<file path="config.mk">
export PLATFORM = sky130hd
export DESIGN_NAME = stream_mux_n_flat
export DESIGN_NICKNAME = d
export VERILOG_FILES = /design/src/rtl/stream_mux_n_if.sv /design/src/rtl/stream_mux_n.sv /design/src/flat_wrapper.sv
export SDC_FILE = /design/constraint.sdc
export NUM_CORES = 1
export LEC_CHECK = 0
export ABC_AREA = 1
export BUFFER_PORTS_ARGS = -buffer_cell sky130_fd_sc_hd__buf_2
export CORE_ASPECT_RATIO = 1.75
export CORE_MARGIN = 2
export CORE_UTILIZATION = 38
export DETAILED_ROUTE_END_ITERATION = 12
export PLACE_DENSITY = 0.87
export SYNTH_ARGS = -nofsm -noshare
export SYNTH_HDL_FRONTEND = slang
export SYNTH_SLANG_ARGS = --single-unit
</file>
<file path="constraint.sdc">
create_clock -name clk -period 1.08 [get_ports clk]
set_input_delay 0.324 -clock clk [delete_from_list [all_inputs] [get_ports clk]]
set_output_delay 0.324 -clock clk [all_outputs]
set_load 0.005 [all_outputs]
</file>
<file path="src/rtl/stream_mux_n_if.sv">
// Stream mux bundle: channel select, N input streams, one output stream, status.
// Latency: n/a (wiring only).
// Backpressure: in_ready and out_ready carry the valid/ready handshakes.
// Ports: slave = mux side, master = producer/consumer side.
//   sel, in_data/in_valid/in_last  -> mux;  in_ready            <- mux
//   out_ready                      -> mux;  out_data/valid/last <- mux
//   active_ch, busy, sel_err       <- mux (status)
interface stream_mux_n_if #(
    parameter int N_CH  = 4,
    parameter int WIDTH = 8
);
    localparam int SELW = ($clog2(N_CH) > 1) ? $clog2(N_CH) : 1;

    logic [SELW-1:0]       sel;
    logic [N_CH*WIDTH-1:0] in_data;
    logic [N_CH-1:0]       in_valid;
    logic [N_CH-1:0]       in_last;
    logic [N_CH-1:0]       in_ready;
    logic [WIDTH-1:0]      out_data;
    logic                  out_valid;
    logic                  out_last;
    logic                  out_ready;
    logic [SELW-1:0]       active_ch;
    logic                  busy;
    logic                  sel_err;

    modport slave (
        input  sel, in_data, in_valid, in_last, out_ready,
        output in_ready, out_data, out_valid, out_last, active_ch, busy, sel_err
    );

    modport master (
        output sel, in_data, in_valid, in_last, out_ready,
        input  in_ready, out_data, out_valid, out_last, active_ch, busy, sel_err
    );
endinterface

</file>
<file path="src/rtl/stream_mux_n.sv">
// Packet-locked N:1 stream mux with a registered output stage.
// Latency: lock -> accept next cycle -> out_valid the cycle after; 1 beat/clk inside a packet.
// Backpressure: out_valid && !out_ready holds the output and drops in_ready of the locked channel.
// Ports: clk, rst (async, active-high); bus = stream_mux_n_if.slave (see interface file).
// Optional: define STREAM_MUX_RR_ARB_EN for round-robin channel choice (sel ignored, sel_err = 0).
module stream_mux_n #(
    parameter int N_CH  = 4,
    parameter int WIDTH = 8
) (
    input  logic          clk,
    input  logic          rst,
    stream_mux_n_if.slave bus
);
    localparam int SELW = ($clog2(N_CH) > 1) ? $clog2(N_CH) : 1;

    typedef enum logic {
        IDLE,
        LOCKED
    } state_t;

    state_t            state;
    logic [SELW-1:0]   active_ch;
    logic [WIDTH-1:0]  out_data_r;
    logic              out_valid_r;
    logic              out_last_r;
    logic              sel_err_r;

    logic [WIDTH-1:0]  ch_data;
    logic              ch_valid;
    logic              ch_last;
    logic              can_take;
    logic              accept;
    logic              lock_hit;
    logic [SELW-1:0]   lock_ch;
    logic              sel_bad;

    // Only the locked channel is ever looked at; active_ch is always < N_CH.
    assign ch_data  = bus.in_data[active_ch*WIDTH +: WIDTH];
    assign ch_valid = bus.in_valid[active_ch];
    assign ch_last  = bus.in_last[active_ch];

    // The output register can take a beat when empty or draining this cycle.
    assign can_take = (state == LOCKED) && (!out_valid_r || bus.out_ready);
    assign accept   = can_take && ch_valid;

    always_comb begin
        bus.in_ready = '0;
        if (can_take) begin
            bus.in_ready[active_ch] = 1'b1;
        end
    end

`ifdef STREAM_MUX_RR_ARB_EN
    // Search starts one past the previously granted channel.
    logic [SELW-1:0] rr_base;
    logic            unused_sel;

    assign unused_sel = ^bus.sel;
    assign sel_bad    = 1'b0;

    always_comb begin
        lock_hit = 1'b0;
        lock_ch  = '0;
        for (int i = 0; i < N_CH; i++) begin
            if (!lock_hit && bus.in_valid[(int'(rr_base) + i) % N_CH]) begin
                lock_hit = 1'b1;
                lock_ch  = SELW'((int'(rr_base) + i) % N_CH);
            end
        end
    end
`else
    // The in-range guard keeps an out-of-range sel from indexing in_valid.
    assign sel_bad  = (int'(bus.sel) >= N_CH);
    assign lock_hit = !sel_bad && bus.in_valid[bus.sel];
    assign lock_ch  = bus.sel;
`endif

    always_ff @(posedge clk or posedge rst) begin
        if (rst) begin
            state       <= IDLE;
            active_ch   <= '0;
            out_data_r  <= '0;
            out_valid_r <= 1'b0;
            out_last_r  <= 1'b0;
            sel_err_r   <= 1'b0;
`ifdef STREAM_MUX_RR_ARB_EN
            rr_base     <= '0;
`endif
        end else begin
            sel_err_r <= 1'b0;
            case (state)
                IDLE: begin
                    sel_err_r <= sel_bad;
                    if (lock_hit) begin
                        active_ch <= lock_ch;
                        state     <= LOCKED;
`ifdef STREAM_MUX_RR_ARB_EN
                        rr_base   <= (int'(lock_ch) == N_CH - 1) ? '0 : lock_ch + 1'b1;
`endif
                    end
                end
                LOCKED: begin
                    // Unlock right after the last beat; the next lock needs one IDLE cycle.
                    if (accept && ch_last) begin
                        state <= IDLE;
                    end
                end
                default: state <= IDLE;
            endcase

            if (accept) begin
                out_data_r  <= ch_data;
                out_last_r  <= ch_last;
                out_valid_r <= 1'b1;
            end else if (out_valid_r && bus.out_ready) begin
                out_valid_r <= 1'b0;
            end
        end
    end

    assign bus.out_data  = out_data_r;
    assign bus.out_valid = out_valid_r;
    assign bus.out_last  = out_last_r;
    assign bus.active_ch = active_ch;
    assign bus.busy      = (state == LOCKED);
    assign bus.sel_err   = sel_err_r;
endmodule

</file>
<file path="src/flat_wrapper.sv">
// flat-port wrapper written by rule: the top's interface ports become plain ports
module stream_mux_n_flat 
#(
    parameter int N_CH  = 4,
    parameter int WIDTH = 8
)
  (clk, rst, bus_sel, bus_in_data, bus_in_valid, bus_in_last, bus_out_ready, bus_in_ready, bus_out_data, bus_out_valid, bus_out_last, bus_active_ch, bus_busy, bus_sel_err);
  stream_mux_n_if #(.N_CH(N_CH), .WIDTH(WIDTH)) bus_i ();
  input  logic clk;
  input  logic rst;
  input wire logic [$bits(bus_i.sel)-1:0] bus_sel;
  input wire logic [$bits(bus_i.in_data)-1:0] bus_in_data;
  input wire logic [$bits(bus_i.in_valid)-1:0] bus_in_valid;
  input wire logic [$bits(bus_i.in_last)-1:0] bus_in_last;
  input wire logic [$bits(bus_i.out_ready)-1:0] bus_out_ready;
  output wire logic [$bits(bus_i.in_ready)-1:0] bus_in_ready;
  output wire logic [$bits(bus_i.out_data)-1:0] bus_out_data;
  output wire logic [$bits(bus_i.out_valid)-1:0] bus_out_valid;
  output wire logic [$bits(bus_i.out_last)-1:0] bus_out_last;
  output wire logic [$bits(bus_i.active_ch)-1:0] bus_active_ch;
  output wire logic [$bits(bus_i.busy)-1:0] bus_busy;
  output wire logic [$bits(bus_i.sel_err)-1:0] bus_sel_err;
  assign bus_i.sel = bus_sel;
  assign bus_i.in_data = bus_in_data;
  assign bus_i.in_valid = bus_in_valid;
  assign bus_i.in_last = bus_in_last;
  assign bus_i.out_ready = bus_out_ready;
  assign bus_in_ready = bus_i.in_ready;
  assign bus_out_data = bus_i.out_data;
  assign bus_out_valid = bus_i.out_valid;
  assign bus_out_last = bus_i.out_last;
  assign bus_active_ch = bus_i.active_ch;
  assign bus_busy = bus_i.busy;
  assign bus_sel_err = bus_i.sel_err;
  stream_mux_n #(.N_CH(N_CH), .WIDTH(WIDTH)) u_core (.clk(clk), .rst(rst), .bus(bus_i));
endmodule
</file>
==> results.toml, run 1 <==
[run_status]
status = "complete, but fails checks"
failed_checks = "setup timing"

[timing]
finalHoldWorstSlack_ns = 0.0609
hold_viol_final = 0
fmax_mhz = 653
fin_worst_skew_ns = 0.00284
fin_ws_ns = -0.451
rsz0062_at_grt = "true"
setup_viol = 18
period_share_pct = 142
tns_ns = -4.94
fin_crit_ns = 1.53
slew_viol_final = 0

[global_route]
grt_pass1_wl_um = 5290
grt-ovfl-total = 0
grt_pass1_vias = 1210
grt_max_degree = 16
gr-usage-all-layers_pct = 22.6
antenna_found_initial = 0

[final_layout]
post-route-util_pct = 68.2
nNetsFinal = 275
diodes = 0
mostFrequentLayoutCells = "buf_2, nand2_1, buf_4"
final_layout_size_suffix_gt1_share_pct = 56.8
nFillCells = 212
layout-area-overhead-vs-synth_pct = 70.4
mostFrequentLayoutCell = "buf_2"

[detailed_routing]
drtPass1Iterations = 4
post_drt_wl_per_cell_um = 13.0
drc = 0
num_vias = 1277
detail-route-antenna-nets = 0
wirelength_um = 3320
viasPerCell = 5.01
drt_iter0_markers = 24

[die]
die-width_um = 42.7
start_util_pct = 40.0
fp.coreArea_um2 = 2490
fp.dieH_um = 71.8
dieArea_um2 = 3070
std_cell_rows = 24
ioPinCount = 63

[critical_path]
crit_fanout = 6
worst_setup_path_start_kind = "register"
crit_type = "register to primary output"
cp-end-kind = "primary output"
cp.arrival_ns = 1.21
cp.required_ns = 0.76

[synth]
ys_ff_latch = 13
yosys_warnings = 0
syn_inst = 141
synth_nets = 186
synthDistinctLibCells = 22
seq_area_frac_synth_pct = 32.6
synth_area_um2 = 997
synth_area_per_cell_um2 = 7.07

[clock_network]
htreeDepth = 1
cts_made_buffers = 3
cts_root_buf = "clkbuf_8"
path_clk_slew_ns = 0.06
cts_buffer_depth = 2
cts_sinks = 13
clock_latency_ns = 0.24
cts_tree = "yes"

[placement]
preCtsSetupSlack_ns = -0.257
port_buffers = 61
dpl.hpwl_um = 2260
place.gp.congestion = 0.784

[power]
power_mw = 4.67
worst_ir_drop_vdd_uv = 1780
leakage_nw = 0.946
cellPowerDensity_nw_per_um2 = 2750

[job]
drv_cap = 0

[worst_hold_path]
min_path_type = "input port to asynchronous set/reset pin"
worst max-delay path, cell delays in order, from the launching register on:
cell and delay [ns]:
dfrtp_1 0.41, inv_2 0.09, buf_4 0.18, nor3_4 0.15
buf_2 0.13
cell families after synthesis:
logic type	Yosys count	synth area share [%]
flip-flops	13	32.6
AND/OR/NAND/NOR	105	53.2
other	1	0.376
AO/OA/AOI/OAI	3	1.76
buffers and inverters	19	12.0
final timing paths:
path / startpoint / to / slack, ns / depth (start not counted)
max in group asynchronous: rst / u_core.bus.out_data[7]$_DFFE_PP0P_ / 0.86 / 3
hold / removal: rst / u_core.bus.out_last$_DFFE_PP0P_ / 0.06 / 3
min in group clk: bus_out_ready / u_core.bus.out_valid$_DFFE_PP0P_ / 0.30 / 2
setup / recovery: u_core.bus.active_ch[0]$_DFFE_PP0P_ / bus_in_ready[3] / -0.45 / 4
hold reg to reg: u_core.bus.out_data[6]$_DFFE_PP0P_ / u_core.bus.out_data[6]$_DFFE_PP0P_ / 0.47 / 2
setup reg to reg: u_core.bus.active_ch[0]$_DFFE_PP0P_ / u_core.bus.out_data[6]$_DFFE_PP0P_ / -0.26 / 10
synthesized netlist by cell type:
library cell / n / area [um2]
a21oi_1: 1 / 5.00
buf_1: 2 / 7.51
buf_12: 1 / 20.0
buf_2: 2 / 10.0
buf_4: 2 / 15.0
buf_6: 3 / 33.8
conb_1: 1 / 3.75
dfrtp_1: 13 / 325
inv_1: 8 / 30.0
inv_2: 1 / 3.75
nand2_1: 52 / 195
nand2_2: 3 / 18.8
nand3_1: 27 / 135
nand3_2: 8 / 80.1
nand4_1: 8 / 50.1
nor2_1: 1 / 3.75
nor2_4: 1 / 11.3
nor3_1: 2 / 10.0
nor3_2: 2 / 20.0
o211ai_1: 1 / 7.51
o21ai_1: 1 / 5.00
or2_1: 1 / 6.26
state kept, by name (all words and copies together), names as in the netlist:
register	flops
u_core.bus.out_data	8
u_core.bus.active_ch	2
u_core.bus.busy	1
u_core.bus.out_last	1
u_core.bus.out_valid	1
area by class of cell:
cell class              instances  area (um2)  share of cell area [%]
repair buffers                 94         617                    36.3
clock buffers                   4        45.0                    2.65
inverters                       9        38.8                    2.28
well taps                      26        32.5                    1.91
flip-flops and latches         13         325                    19.1
multi-input cells             109         641                    37.7
layer usage:
layer	wire length, um	vias to the layer above	GRT usage (%)
li1	-	641	-
met1	1260	586	25.6
met2	1830	44	40.6
met3	164	6	3.27
met4	63	0	9.72
met5	0	-	0
power by group:
part | switching, mW | internal (mW)
Sequential | 0.130 | 0.719
Clock | 0.177 | 0.261
Combinational | 1.73 | 1.65
Total | 2.04 | 2.63
repair_timing:
| item | in CTS | in global routing |
|---|---|---|
| pin swaps | 10 | 9 |
| endpoints found under the setup margin | 18 | 28 |
| gates resized for setup | 15 | 18 |
| hold buffers | 0 | 0 |
| setup buffers | 6 | 11 |
per-stage QoR:
stage               area [um2]  cells
detailed placement        1410    235
global route              1700    255
finish                    1700    255
global placement          1410    235
floorplan                 1040    141
CTS                       1550    245
No activity file was read; power rests on OpenSTA's default activity.
==> inputs of run 2 (changes only) <==
--- a/config.mk
+++ b/config.mk
@@ -7,11 +7,11 @@
 export LEC_CHECK = 0
 export ABC_AREA = 1
 export BUFFER_PORTS_ARGS = -buffer_cell sky130_fd_sc_hd__buf_2
-export CORE_ASPECT_RATIO = 1.75
 export CORE_MARGIN = 2
-export CORE_UTILIZATION = 38
+export CORE_UTILIZATION = 45
 export DETAILED_ROUTE_END_ITERATION = 12
-export PLACE_DENSITY = 0.87
+export GPL_ROUTABILITY_DRIVEN = 0
+export PLACE_DENSITY = 0.95
 export SYNTH_ARGS = -nofsm -noshare
 export SYNTH_HDL_FRONTEND = slang
 export SYNTH_SLANG_ARGS = --single-unit
==> constraint.sdc (replaced) <==
create_clock -name clk -period 1.85 [get_ports clk]
set_input_delay 0.555 -clock clk [delete_from_list [all_inputs] [get_ports clk]]
set_output_delay 0.555 -clock clk [all_outputs]
set_load 0.005 [all_outputs]
==> run 2 against run 1 <==
  * The run now ends clean
  * Sequential share of layout area up 5.1 points
  * Final cell count is 9.4% lower
  * Sequential cell count unchanged
  * Sequential power decreased by 40%
  * Count of clock-buffer cells in the layout did not move
  * Hold slack better by 0.22 ns
  * Highest routed layer unchanged
==> results.toml, run 2 (same netlist as run 1, synthesis figures left out) <==
[final_layout]
diodes = 0
largest_register_ffs = 8
mostFrequentLayoutCells = "buf_2, nand2_1, nand3_1"
layout-area-overhead-vs-synth_pct = 34.4
final_layout_size_suffix_gt1_share_pct = 44.3
nFillCells = 218
nNetsFinal = 249
mostFrequentLayoutCell = "buf_2"
final_cell_count_no_fill = 231

[detailed_routing]
routedLengthMet1_um = 1220
drt_iter0_markers = 27
num_vias = 1180
wirelength_um = 2710
detail-route-antenna-nets = 0
drc = 0
viasPerCell = 5.11
drtPass1Iterations = 4
post_drt_wl_per_cell_um = 11.7
top_layer_used = "met4"
dr_wl_met2_um = 1250
wl_met3_um = 230

[clock_network]
htreeDepth = 1
ctsHoldBuffers = 0
path_clk_slew_ns = 0.08
cts_made_buffers = 3
clock_latency_ns = 0.27
cts_sinks = 13
cts_buffer_depth = 2
cts_root_buf = "clkbuf_4"
cts_tree = "yes"

[timing]
fin_ws_ns = 0.0677
fmax_mhz = 561
tns_ns = 0
setup_viol = 0
fin_worst_skew_ns = 0.00133
slew_viol_final = 0
rsz0062_at_grt = "false"
hold_viol_final = 0
period_share_pct = 96.3
fin_crit_ns = 1.78

[critical_path]
cp.arrival_ns = 1.23
worst_setup_path_start_kind = "input port"
cp-end-kind = "primary output"
cp.required_ns = 1.29
crit_fanout = 4
r2r_cells = 9
crit_type = "input port to primary output"

[die]
ioPinCount = 63
fp.dieH_um = 51.1
std_cell_rows = 17
die-width_um = 51.1
fp.coreArea_um2 = 2150
start_util_pct = 46.4
dieArea_um2 = 2610

[global_route]
grt_pass1_wl_um = 4320
grt-ovfl-total = 0
grt_pass1_vias = 1062
gr-usage-all-layers_pct = 21.4
antenna_found_initial = 0
grt_max_degree = 21

[run_status]
status = "finished, final reports clean"

[placement]
preCtsSetupSlack_ns = 0.0551
post-place-cells = 226
port_buffers = 61
dpl.hpwl_um = 2060

[power]
cellPowerDensity_nw_per_um2 = 1430
worst_ir_drop_vdd_uv = 969
leakage_nw = 0.774

[job]
drv_cap = 0

[worst_hold_path]
min_path_type = "input port to asynchronous set/reset pin"
[run 2: area by class of cell]
type | instances | area [um2] | area share [%]
multi-input cells | 109 | 562 | 41.9
repair buffers | 68 | 358 | 26.7
flip-flops and latches | 13 | 325 | 24.3
well taps | 28 | 35.0 | 2.61
inverters | 9 | 33.8 | 2.52
clock buffers | 4 | 26.3 | 1.96
[run 2: final timing paths]
check,end,slack (ns),from
worst min-delay path,u_core.bus.out_valid$_DFFE_PP0P_,0.29,rst
worst max-delay path,bus_in_ready[1],0.07,bus_out_ready
max in group asynchronous,u_core.bus.out_data[2]$_DFFE_PP0P_,1.24,rst
worst max register to register,u_core.bus.out_data[1]$_DFFE_PP0P_,0.34,u_core.bus.active_ch[0]$_DFFE_PP0P_
min in group clk,u_core.bus.out_valid$_DFFE_PP0P_,0.46,bus_out_ready
worst min register to register,u_core.bus.out_data[1]$_DFFE_PP0P_,0.48,u_core.bus.out_data[1]$_DFFE_PP0P_
[run 2: repair_timing]
item,4_1_cts,5_1_grt
resized for setup,0,4
setup endpoints to repair,0,4
buffers inserted,0,1
[run 2: through the flow]
step / power, mW / util (%) / instance area [um2] / hold WS [ns]
floorplan: 1.40 / - / 997 / 0.432
global placement: 1.68 / 60.3 / 1300 / 0.459
detailed placement: 1.71 / 60.3 / 1300 / 0.465
CTS: 1.88 / 61.6 / 1320 / 0.307
global route: 2.12 / 62.4 / 1340 / 0.318
finish: 1.91 / 62.4 / 1340 / 0.285
[run 2: power breakdown]
group          leakage [nW]  total [mW]  switching (mW)  internal [mW]
clock                0.0150       0.170          0.0868         0.0834
sequential            0.162       0.507          0.0890          0.418
combinational         0.598        1.23           0.742          0.491
[run 2: worst max-delay path: stages]
cell,delay [ns]
buf_2,0.11
nor2_1,0.21
nor2_4,0.07
inv_2,0.11
nor3_2,0.05
buf_2,0.13
[run 2: per-layer routing]
metal  up-vias  track usage [%]
met5         -                0
met2        49             36.8
met1       540             28.3
met4         0             4.05
met3         4             3.80
li1        587                -
